--- src/rtl/bnn_host_if_if.sv ---
// Host-side bundle of the BNN front end: access strobes, run request and status.
// The host drives the master side; bnn_host_if takes the slave side.
interface bnn_host_if_if #(
  parameter int DATA_W  = 8,
  parameter int HOST_AW = 11
);
  logic               start;
  logic               wr_en;
  logic [HOST_AW-1:0] wr_addr;
  logic [DATA_W-1:0]  wr_data;
  logic               rd_en;
  logic [HOST_AW-1:0] rd_addr;
  logic               err_clr;
  logic [DATA_W-1:0]  rd_data;
  logic               rd_valid;
  logic               busy;
  logic               done;
  logic               err;

  modport master (
    output start, wr_en, wr_addr, wr_data, rd_en, rd_addr, err_clr,
    input  rd_data, rd_valid, busy, done, err
  );

  modport slave (
    input  start, wr_en, wr_addr, wr_data, rd_en, rd_addr, err_clr,
    output rd_data, rd_valid, busy, done, err
  );
endinterface

--- src/rtl/bnn_host_if.sv ---
// Host front end of the BNN accelerator: banked activation-memory access for the host,
// start/busy/done run handshake, and hand-over of the memory ports to the controller.
module bnn_host_if #(
  parameter int LANES  = 16,
  parameter int DATA_W = 8,
  parameter int ROW_AW = 7,
  parameter int RD_LAT = 2
) (
  input  logic                    clk,
  input  logic                    rst_n,
  bnn_host_if_if.slave            host,
  input  logic                    ctrl_idle_i,
  output logic                    ctrl_start_o,
  input  logic [ROW_AW-1:0]       ctrl_addr_rd_i,
  input  logic [ROW_AW-1:0]       ctrl_addr_wr_i,
  input  logic [LANES-1:0]        ctrl_enb_wr_i,
  output logic [ROW_AW-1:0]       act_addr_rd_o,
  output logic [ROW_AW-1:0]       act_addr_wr_o,
  output logic [LANES-1:0]        act_enb_wr_o,
  output logic [DATA_W-1:0]       act_wdata_o,
  input  logic [LANES*DATA_W-1:0] act_rdata_i
);
  localparam int LANE_W  = $clog2(LANES);
  localparam int HOST_AW = ROW_AW + LANE_W;

  typedef enum logic [1:0] {IDLE, LAUNCH, RUN} state_e;

  state_e              state_q;
  logic                seen_low_q;
  logic                ctrl_start_q;
  logic                busy_q;
  logic                done_q;
  logic                err_q;
  logic                err_d;
  logic                is_idle;
  logic                host_acc;

  logic                wr_en_q;
  logic [HOST_AW-1:0]  wr_addr_q;
  logic [DATA_W-1:0]   wr_data_q;
  logic [ROW_AW-1:0]   rd_row_q;
  logic [RD_LAT:0]     pipe_vld_q;
  logic [LANE_W-1:0]   pipe_lane_q [RD_LAT+1];
  logic                rd_valid_q;
  logic [DATA_W-1:0]   rd_data_q;
  logic [DATA_W-1:0]   rd_lane_data;

  assign is_idle  = (state_q == IDLE);
  assign host_acc = host.wr_en | host.rd_en;

  // Completion needs ctrl_idle to have dropped at least once, so a controller that
  // is slow to react to ctrl_start cannot be mistaken for one that already finished.
  always_ff @(posedge clk or negedge rst_n) begin
    if (!rst_n) begin
      state_q      <= IDLE;
      seen_low_q   <= 1'b0;
      ctrl_start_q <= 1'b0;
      busy_q       <= 1'b0;
      done_q       <= 1'b0;
    end else begin
      ctrl_start_q <= 1'b0;
      done_q       <= 1'b0;
      unique case (state_q)
        IDLE: begin
          if (host.start && !host_acc) begin
            state_q      <= LAUNCH;
            ctrl_start_q <= 1'b1;
            busy_q       <= 1'b1;
          end
        end
        LAUNCH: state_q <= RUN;
        RUN: begin
          if (!ctrl_idle_i) begin
            seen_low_q <= 1'b1;
          end else if (seen_low_q) begin
            state_q    <= IDLE;
            seen_low_q <= 1'b0;
            busy_q     <= 1'b0;
            done_q     <= 1'b1;
          end
        end
        default: state_q <= IDLE;
      endcase
    end
  end

  always_comb begin
    err_d = err_q;
    if (host_acc && (!is_idle || host.start)) begin
      err_d = 1'b1;
    end else if (host.err_clr) begin
      err_d = 1'b0;
    end
  end

  always_ff @(posedge clk or negedge rst_n) begin
    if (!rst_n) begin
      err_q <= 1'b0;
    end else begin
      err_q <= err_d;
    end
  end

  // Stage 1 plus the read tracking pipe; strobes are qualified here so an access
  // rejected in the last RUN cycle cannot leak out once the mux is back in IDLE.
  always_ff @(posedge clk or negedge rst_n) begin
    if (!rst_n) begin
      wr_en_q    <= 1'b0;
      wr_addr_q  <= '0;
      wr_data_q  <= '0;
      rd_row_q   <= '0;
      pipe_vld_q <= '0;
      for (int i = 0; i <= RD_LAT; i++) begin
        pipe_lane_q[i] <= '0;
      end
    end else begin
      wr_en_q        <= host.wr_en & is_idle;
      wr_addr_q      <= host.wr_addr;
      wr_data_q      <= host.wr_data;
      rd_row_q       <= host.rd_addr[HOST_AW-1:LANE_W];
      pipe_vld_q     <= {pipe_vld_q[RD_LAT-1:0], host.rd_en & is_idle};
      pipe_lane_q[0] <= host.rd_addr[LANE_W-1:0];
      for (int i = 1; i <= RD_LAT; i++) begin
        pipe_lane_q[i] <= pipe_lane_q[i-1];
      end
    end
  end

  assign rd_lane_data = act_rdata_i[int'(pipe_lane_q[RD_LAT])*DATA_W +: DATA_W];

  always_ff @(posedge clk or negedge rst_n) begin
    if (!rst_n) begin
      rd_valid_q <= 1'b0;
      rd_data_q  <= '0;
    end else begin
      rd_valid_q <= pipe_vld_q[RD_LAT];
      if (pipe_vld_q[RD_LAT]) begin
        rd_data_q <= rd_lane_data;
      end
    end
  end

  always_comb begin
    act_addr_rd_o = rd_row_q;
    act_addr_wr_o = wr_addr_q[HOST_AW-1:LANE_W];
    act_enb_wr_o  = '0;
    if (wr_en_q) begin
      act_enb_wr_o[wr_addr_q[LANE_W-1:0]] = 1'b1;
    end
    if (!is_idle) begin
      act_addr_rd_o = ctrl_addr_rd_i;
      act_addr_wr_o = ctrl_addr_wr_i;
      act_enb_wr_o  = ctrl_enb_wr_i;
    end
  end

  assign act_wdata_o   = wr_data_q;
  assign ctrl_start_o  = ctrl_start_q;
  assign host.rd_data  = rd_data_q;
  assign host.rd_valid = rd_valid_q;
  assign host.busy     = busy_q;
  assign host.done     = done_q;
  assign host.err      = err_q;
endmodule

--- src/flat_wrapper.sv ---
// flat-port wrapper written by rule: the top's interface ports become plain ports
module bnn_host_if_flat 
#(
  parameter int LANES  = 16,
  parameter int DATA_W = 8,
  parameter int ROW_AW = 7,
  parameter int RD_LAT = 2
)
  (clk, rst_n, ctrl_idle_i, ctrl_start_o, ctrl_addr_rd_i, ctrl_addr_wr_i, ctrl_enb_wr_i, act_addr_rd_o, act_addr_wr_o, act_enb_wr_o, act_wdata_o, act_rdata_i, host_start, host_wr_en, host_wr_addr, host_wr_data, host_rd_en, host_rd_addr, host_err_clr, host_rd_data, host_rd_valid, host_busy, host_done, host_err);
  bnn_host_if_if #(.DATA_W(DATA_W), .HOST_AW(11)) host_i ();
  input  logic clk;
  input  logic rst_n;
  input  logic ctrl_idle_i;
  output logic ctrl_start_o;
  input  logic [ROW_AW-1:0] ctrl_addr_rd_i;
  input  logic [ROW_AW-1:0] ctrl_addr_wr_i;
  input  logic [LANES-1:0] ctrl_enb_wr_i;
  output logic [ROW_AW-1:0] act_addr_rd_o;
  output logic [ROW_AW-1:0] act_addr_wr_o;
  output logic [LANES-1:0] act_enb_wr_o;
  output logic [DATA_W-1:0] act_wdata_o;
  input  logic [LANES*DATA_W-1:0] act_rdata_i;
  input wire logic [$bits(host_i.start)-1:0] host_start;
  input wire logic [$bits(host_i.wr_en)-1:0] host_wr_en;
  input wire logic [$bits(host_i.wr_addr)-1:0] host_wr_addr;
  input wire logic [$bits(host_i.wr_data)-1:0] host_wr_data;
  input wire logic [$bits(host_i.rd_en)-1:0] host_rd_en;
  input wire logic [$bits(host_i.rd_addr)-1:0] host_rd_addr;
  input wire logic [$bits(host_i.err_clr)-1:0] host_err_clr;
  output wire logic [$bits(host_i.rd_data)-1:0] host_rd_data;
  output wire logic [$bits(host_i.rd_valid)-1:0] host_rd_valid;
  output wire logic [$bits(host_i.busy)-1:0] host_busy;
  output wire logic [$bits(host_i.done)-1:0] host_done;
  output wire logic [$bits(host_i.err)-1:0] host_err;
  assign host_i.start = host_start;
  assign host_i.wr_en = host_wr_en;
  assign host_i.wr_addr = host_wr_addr;
  assign host_i.wr_data = host_wr_data;
  assign host_i.rd_en = host_rd_en;
  assign host_i.rd_addr = host_rd_addr;
  assign host_i.err_clr = host_err_clr;
  assign host_rd_data = host_i.rd_data;
  assign host_rd_valid = host_i.rd_valid;
  assign host_busy = host_i.busy;
  assign host_done = host_i.done;
  assign host_err = host_i.err;
  bnn_host_if #(.LANES(LANES), .DATA_W(DATA_W), .ROW_AW(ROW_AW), .RD_LAT(RD_LAT)) u_core (.clk(clk), .rst_n(rst_n), .host(host_i), .ctrl_idle_i(ctrl_idle_i), .ctrl_start_o(ctrl_start_o), .ctrl_addr_rd_i(ctrl_addr_rd_i), .ctrl_addr_wr_i(ctrl_addr_wr_i), .ctrl_enb_wr_i(ctrl_enb_wr_i), .act_addr_rd_o(act_addr_rd_o), .act_addr_wr_o(act_addr_wr_o), .act_enb_wr_o(act_enb_wr_o), .act_wdata_o(act_wdata_o), .act_rdata_i(act_rdata_i));
endmodule
--- config.mk ---
export PLATFORM = sky130hd
export DESIGN_NAME = bnn_host_if_flat
export DESIGN_NICKNAME = d
export VERILOG_FILES = /design/src/rtl/bnn_host_if_if.sv /design/src/rtl/bnn_host_if.sv /design/src/flat_wrapper.sv
export SDC_FILE = /design/constraint.sdc
export NUM_CORES = 1
export LEC_CHECK = 0
export CAP_MARGIN = 20
export CORE_MARGIN = 4
export CORE_UTILIZATION = 34
export CTS_CLUSTER_DIAMETER = 40
export CTS_CLUSTER_SIZE = 30
export DETAILED_ROUTE_END_ITERATION = 12
export MAX_ROUTING_LAYER = met4
export PLACE_DENSITY_LB_ADDON = 0.12
export SYNTH_ARGS = -nofsm -noshare
export SYNTH_HDL_FRONTEND = slang
export SYNTH_SLANG_ARGS = --single-unit
--- constraint.sdc ---
create_clock -name clk -period 2.1 [get_ports clk]
set_input_delay 0.63 -clock clk [delete_from_list [all_inputs] [get_ports clk]]
set_output_delay 0.63 -clock clk [all_outputs]
set_load 0.01 [all_outputs]
# --- After elaboration in Yosys (flattened, before gate mapping) ---
# Index checks and enable logic that the tools add are counted.
word_totals:
  reg_bits: 58
  latchBits: 0
  ram_bits: 0
  mem_bits_ro: 0
  in_bits: 195
  out_inout_bits: 51
  word_cells: 60
  memories: 0
op_classes:
  add_sub_neg: 0
  n_mul: 0
  n_div: 0
  n_lt_le_gt_ge: 2
  eq_ne: 5
  shift: 1
  muxes: 22
  bitwise: 3
  n_reduce_logical: 11
op_table:
  columns: ["operator", "n"]
  rows:
  - ["128-bit by 8-bit indexed part select with 8-bit output", 1]
  - ["16-bit two-way mux", 2]
  - ["7-bit two-way mux", 2]
  - ["1-bit two-way mux", 12]
  - ["2-bit two-way mux", 3]
  - ["2-bit one-hot mux with 3 select lines", 1]
  - ["4-bit by 5-bit less-than comparator with 1-bit output, second input constant", 1]
  - ["1-bit demux with 4-bit select", 1]
  - ["4-bit by 1-bit greater-or-equal comparator with 1-bit output, second input constant", 1]
  - ["2-bit != test, second input constant", 2]
  - ["4-bit AND reduction", 1]
  - ["2-bit nonzero test", 2]
  - ["1-bit logical AND", 3]
  - ["3-bit AND reduction", 1]
  - ["1-bit AND", 2]
  - ["2-bit by 1-bit equality test with 1-bit output, second input constant", 1]
  - ["2-bit equality test, second input constant", 1]
  - ["1-bit zero test", 2]
  - ["2-bit zero test", 1]
  - ["2-bit by 1-bit != test with 1-bit output, second input constant", 1]
  - ["1-bit one-hot mux with 2 select lines", 1]
  - ["1-bit logical OR", 1]
  - ["1-bit bitwise OR", 1]

# --- Logic depth before layout (Yosys ltp) ---
# Gate-level depths: netlist of the first run.
logic_depth:
  word_depth: 6
  depth_mapped: 6
  mapped_depth_nobuf: 3

# --- Least setup slack after synthesis of the first run ---
# Ideal clock, no wire load.
synth_path:
  kind: "reg-to-output"
  start: "register u_core.state_q[1]"
  end: "output act_enb_wr_o[0]"
  t_arrival_ns: 1.249
  required_time_ns: 1.470
  slack_ns: 0.221
  stages_incl_launch_ff: 5
  n_path_buf: 1
  path_cell_list: "dfrtp_1 or2_1 buf_2 nor3_1 a22o_1"
synth_via:
  elab_chain_len: 2
synth_lines:
  columns: ["element", "line_no", "rtl"]
  rows:
  - ["start, declared", "bnn_host_if.sv:28", "state_e state_q;"]
  - ["start signal, assigned", "bnn_host_if.sv:55", "state_q <= IDLE;"]
  - ["start signal, assigned", "bnn_host_if.sv:66", "state_q <= LAUNCH;"]
  - ["start signal, assigned", "bnn_host_if.sv:71", "LAUNCH: state_q <= RUN;"]
  - ["2-bit zero test", "bnn_host_if.sv:48", "assign is_idle = (state_q == IDLE);"]
  - ["16-bit two-way mux", "bnn_host_if.sv:150", "if (!is_idle) begin"]
  - ["end, declared", "flat_wrapper.sv:20", "output logic [LANES-1:0] act_enb_wr_o;"]
# No other way between the ends.

# --- Final worst setup path of the first run ---
layout_path:
  start: "register u_core.state_q[0]"
  end: "output act_enb_wr_o[2]"
# Same word-level chain as after synthesis.

==> metrics.md, run 1 <==
| Metric | Value |
|---|---|
| Static leakage | `2.55 nW` |
| Portion of the post-synthesis area used by sequential elements | `0.466` |
| Post-synth EDFFs | `0` |
| Top FF cell, synth | `sky130_fd_sc_hd__dfrtp_1` |
| Final setup skew | `0.00428 ns` |
| #FFs+latches synth | `58` |
| Clock Latency Late Sink | `0.32 ns` |
| Post-layout nets | `691` |
| First-pass iteration count of the detailed router | `4` |
| Global-route usage over all layers | `0.216` |
| H-Tree Depth | `3` |
| Total of max-cap violations | `0` |
| Crit-path max FO | `6` |
| Run status | `finished with violations` |
| Number of buffers created by CTS | `9` |
| Ranking of synthesized cells by area | `sky130_fd_sc_hd__dfrtp_1 47%, sky130_fd_sc_hd__mux4_2 19%, sky130_fd_sc_hd__nand2_1 5.4%, sky130_fd_sc_hd__mux4_1 5.1%, sky130_fd_sc_hd__a22o_1 4.5%` |
| Routed WL per cell | `18.4 µm` |
| Worst voltage drop across the vdd grid | `565 µV` |
| Share of post-route cells with drive strength above 1 | `0.240` |
| Diode insertion count for antenna repair | `0` |
| # setup viols final | `30` |
| Row count | `34` |
| Critical Path Source Type | `flop` |
| Delay of the slowest cell on the worst path | `0.39 ns` |
| CP arrival | `1.73 ns` |
| Classification of the worst-slack hold path | `input pin to asynchronous set/reset pin` |
| Slew Viols, Final | `0` |
| Die Footprint | `10,800 µm²` |
| Setup repair after global routing missed its margin | `yes` |
| Floorplan Core Area | `8810 µm²` |
| Critical path, cell by cell | `or2_4, nor3b_4, buf_4, buf_6, a22o_1, buf_2` |
| Total via count in the routed design | `3,071` |
| Uppermost routed layer | `met4` |
| Slowest cell on crit path | `sky130_fd_sc_hd__dfrtp_1` |
| Pin count of the biggest net entering global routing | `37` |
| CTS root buf | `sky130_fd_sc_hd__clkbuf_8` |
| Share of the core filled with cells | `0.680` |
| Horizontal extent of the die | `104 µm` |
| Fin crit share | `1.12` |
| # port buffers | `245` |
| Pwr per Cell Area | `767 nW/µm²` |
| Buffers from clock root to sink, at most | `2` |
| DRT Wirelength | `11.2 mm` |
| TritonCTS clock tree | `done` |
| Post-synth ARST share | `1.00` |
| Routed length on met3 | `761 µm` |
| Worst hold slack | `0.174 ns` |
| Worst path setup slack after routing | `-0.258 ns` |
| Max-slew headroom at the worst pin | `0.699` |
| Initial antenna violation count | `0` |
| Cell taking the most area after synthesis | `sky130_fd_sc_hd__dfrtp_1` |
| Gate count of the mapped netlist | `230` |
| Count of cell types in the netlist | `29` |
| Final critical delay including setup and external delays | `2.36 ns` |
| Syn_nets | `425` |
| Achievable frequency | `0.424 GHz` |
| Vias per std cell | `5.04` |
| Met2 wirelength from detailed routing | `5.95 mm` |
| 1st-iter DRT viols | `73` |
| Sinks on the clock net | `58` |
| Synth-to-Final Area Change | `92.2%` |
| Average footprint of a synthesized cell | `13.5 µm²` |
| Global placer's final weighted congestion | `0.797` |
| Violations in the final reports | `negative setup slack` |
| Vertical die dimension | `104 µm` |
| Area fraction of the dominant cell type after synthesis | `0.466` |
| Worst slack at placement | `-0.300 ns` |
| First-pass GRT wire length | `17.7 mm` |
| Non-filler instance count after layout | `609` |
| Count of placed standard cells including taps | `579` |
| Filler instances | `681` |
| Critical path class | `flop to output port` |
| Buf/Inv on CP | `3` |
| Clock transition time at the flip-flop clock pins of the worst setup and hold paths | `0.07 ns` |
| Number of DRC violations after detailed routing | `0` |
| Initial Util | `0.354` |
| Post-Syn Area | `3120 µm²` |
| Total half-perimeter wirelength after legalization and detailed placement | `9.11 mm` |
| Final Hold Viols | `0` |
| Detailed-routing wirelength on met1 | `4.35 mm` |
| Via count of the first global-routing pass | `3,197` |
| Data required time of the critical path | `1.47 ns` |
| Number of top-level pins | `246` |
| Final setup TNS | `-4.15 ns` |
| Category of the worst setup path capture point | `output port` |
| Aggregate global routing overflow | `0` |
| Antenna Violating Nets Remaining | `0` |
| Kind of cell adding the most delay to the critical path | `simple AND/OR/NAND/NOR gates` |
| Synthesis Warnings | `0` |
| Slew at the pin closest to its max-slew limit | `0.451 ns` |
-- cell type report --
type                    instances  area [µm²]  area share
flip-flops and latches         58        1450       0.242
inverters                       1        3.75    0.000627
clock buffers                  11         141      0.0236
well taps                     108         135      0.0226
multi-input cells             152        1550       0.258
clock inverters                 5        77.6      0.0130
repair buffers                274        2630       0.440
-- cell usage after synthesis (all sizes together) (3+ instances only) --
master  instances
nand2b          3
nor2           13
mux4           32
buf            14
nor3b           3
a22o           16
nand2          45
o22ai           9
and2            3
clkbuf          5
and3            4
dfrtp          58
a221oi          8
mux2i           8
-- where the power goes --
part	total [mW]	switching (mW)	internal, mW
logic	2.10	0.868	1.23
clock network	1.12	0.423	0.697
registers	1.37	0.0888	1.29
-- final timing paths --
check | slack [ns] | startpoint | depth (start not counted) | endpoint
min in group clk | 0.34 | u_core.pipe_lane_q[8] | 0 | u_core.pipe_lane_q[4]
worst max-delay path | -0.26 | u_core.state_q[0] | 6 | act_enb_wr_o[2]
worst min-delay path | 0.17 | rst_n | 1 | u_core.wr_addr_q[8]
max in group asynchronous | 1.45 | rst_n | 2 | u_core.seen_low_q
worst min register to register | 0.34 | u_core.pipe_lane_q[8] | 0 | u_core.pipe_lane_q[4]
worst max register to register | 0.34 | u_core.pipe_lane_q[2] | 4 | u_core.host.rd_data[5]
-- cells in the final DEF, fill, tap and decap left out, types with 6 or more instances in the layout --
master and n:
sky130_fd_sc_hd__a221oi_2 8, sky130_fd_sc_hd__nand2_1 42, sky130_fd_sc_hd__buf_2 21, sky130_fd_sc_hd__mux4_1 6
sky130_fd_sc_hd__clkbuf_8 10, sky130_fd_sc_hd__mux4_2 26, sky130_fd_sc_hd__dfrtp_1 58, sky130_fd_sc_hd__mux2i_1 8
sky130_fd_sc_hd__nor2_1 12, sky130_fd_sc_hd__a22o_1 16, sky130_fd_sc_hd__buf_4 18, sky130_fd_sc_hd__clkdlybuf4s50_1 214
sky130_fd_sc_hd__buf_6 10, sky130_fd_sc_hd__o22ai_1 8
-- per-layer routing --
layer | vias to the layer above | track usage
met2 | 134 | 0.362
met3 | 15 | 0.0572
met1 | 1510 | 0.259
met4 | 0 | 0.0608
met5 | - | -
li1 | 1412 | -
-- metrics by stage --
| step | area (µm²) | power, mW |
|---|---|---|
| 2_1_floorplan | 3120 | 2.23 |
| 3_5_place_dp | 5700 | 3.40 |
| 3_3_place_gp | 5700 | 3.37 |
| 6_report | 5990 | 4.59 |
| 5_1_grt | 5990 | 4.86 |
| 4_1_cts | 5950 | 4.55 |
-- flip-flops by register name, summed over array words and instances, names as in the netlist --
signal	count
u_core.host.rd_data	8
u_core.act_wdata_o	8
u_core.host.done	1
u_core.host.rd_valid	1
u_core.seen_low_q	1
u_core.rd_row_q	7
u_core.pipe_lane_q	12
u_core.state_q	2
u_core.wr_en_q	1
u_core.wr_addr_q	11
u_core.pipe_vld_q	3
u_core.host.busy	1
u_core.host.err	1
u_core.ctrl_start_o	1
-- worst register-to-register path, delay by kind of cell (launching register included) --
kind / cells / cell delay (ns)
AOI/OAI and AO/OA: 1 / 0.11
buffers and inverters: 1 / 0.23
muxes: 2 / 0.90
DFF: 1 / 0.37
-- kinds of logic after synthesis --
family / Yosys count / share of synthesized area
buffers and inverters: 20 / 0.0490
muxes: 41 / 0.268
AOI/OAI and AO/OA: 36 / 0.108
and+or+nand+nor: 75 / 0.109
DFF: 58 / 0.466
-- what timing repair did --
action | in CTS | in global routing
buffers inserted | 7 | 6
gates resized for setup | 91 | 44
cloned | 1 | 0
hold buffers | 0 | 0
pin swaps | 6 | 1
endpoints found under the setup margin | 30 | 30
Note: power is estimated with default switching activity, not from simulation.
==> run 2, diff against run 1 <==
--- a/config.mk
+++ b/config.mk
@@ -13,6 +13,7 @@
 export DETAILED_ROUTE_END_ITERATION = 12
 export MAX_ROUTING_LAYER = met4
 export PLACE_DENSITY_LB_ADDON = 0.12
+export SLEW_MARGIN = 20
 export SYNTH_ARGS = -nofsm -noshare
 export SYNTH_HDL_FRONTEND = slang
 export SYNTH_SLANG_ARGS = --single-unit
==> results of run 2 <==
Same layout as run 1: the final DEF is identical, and so are final timing and power.
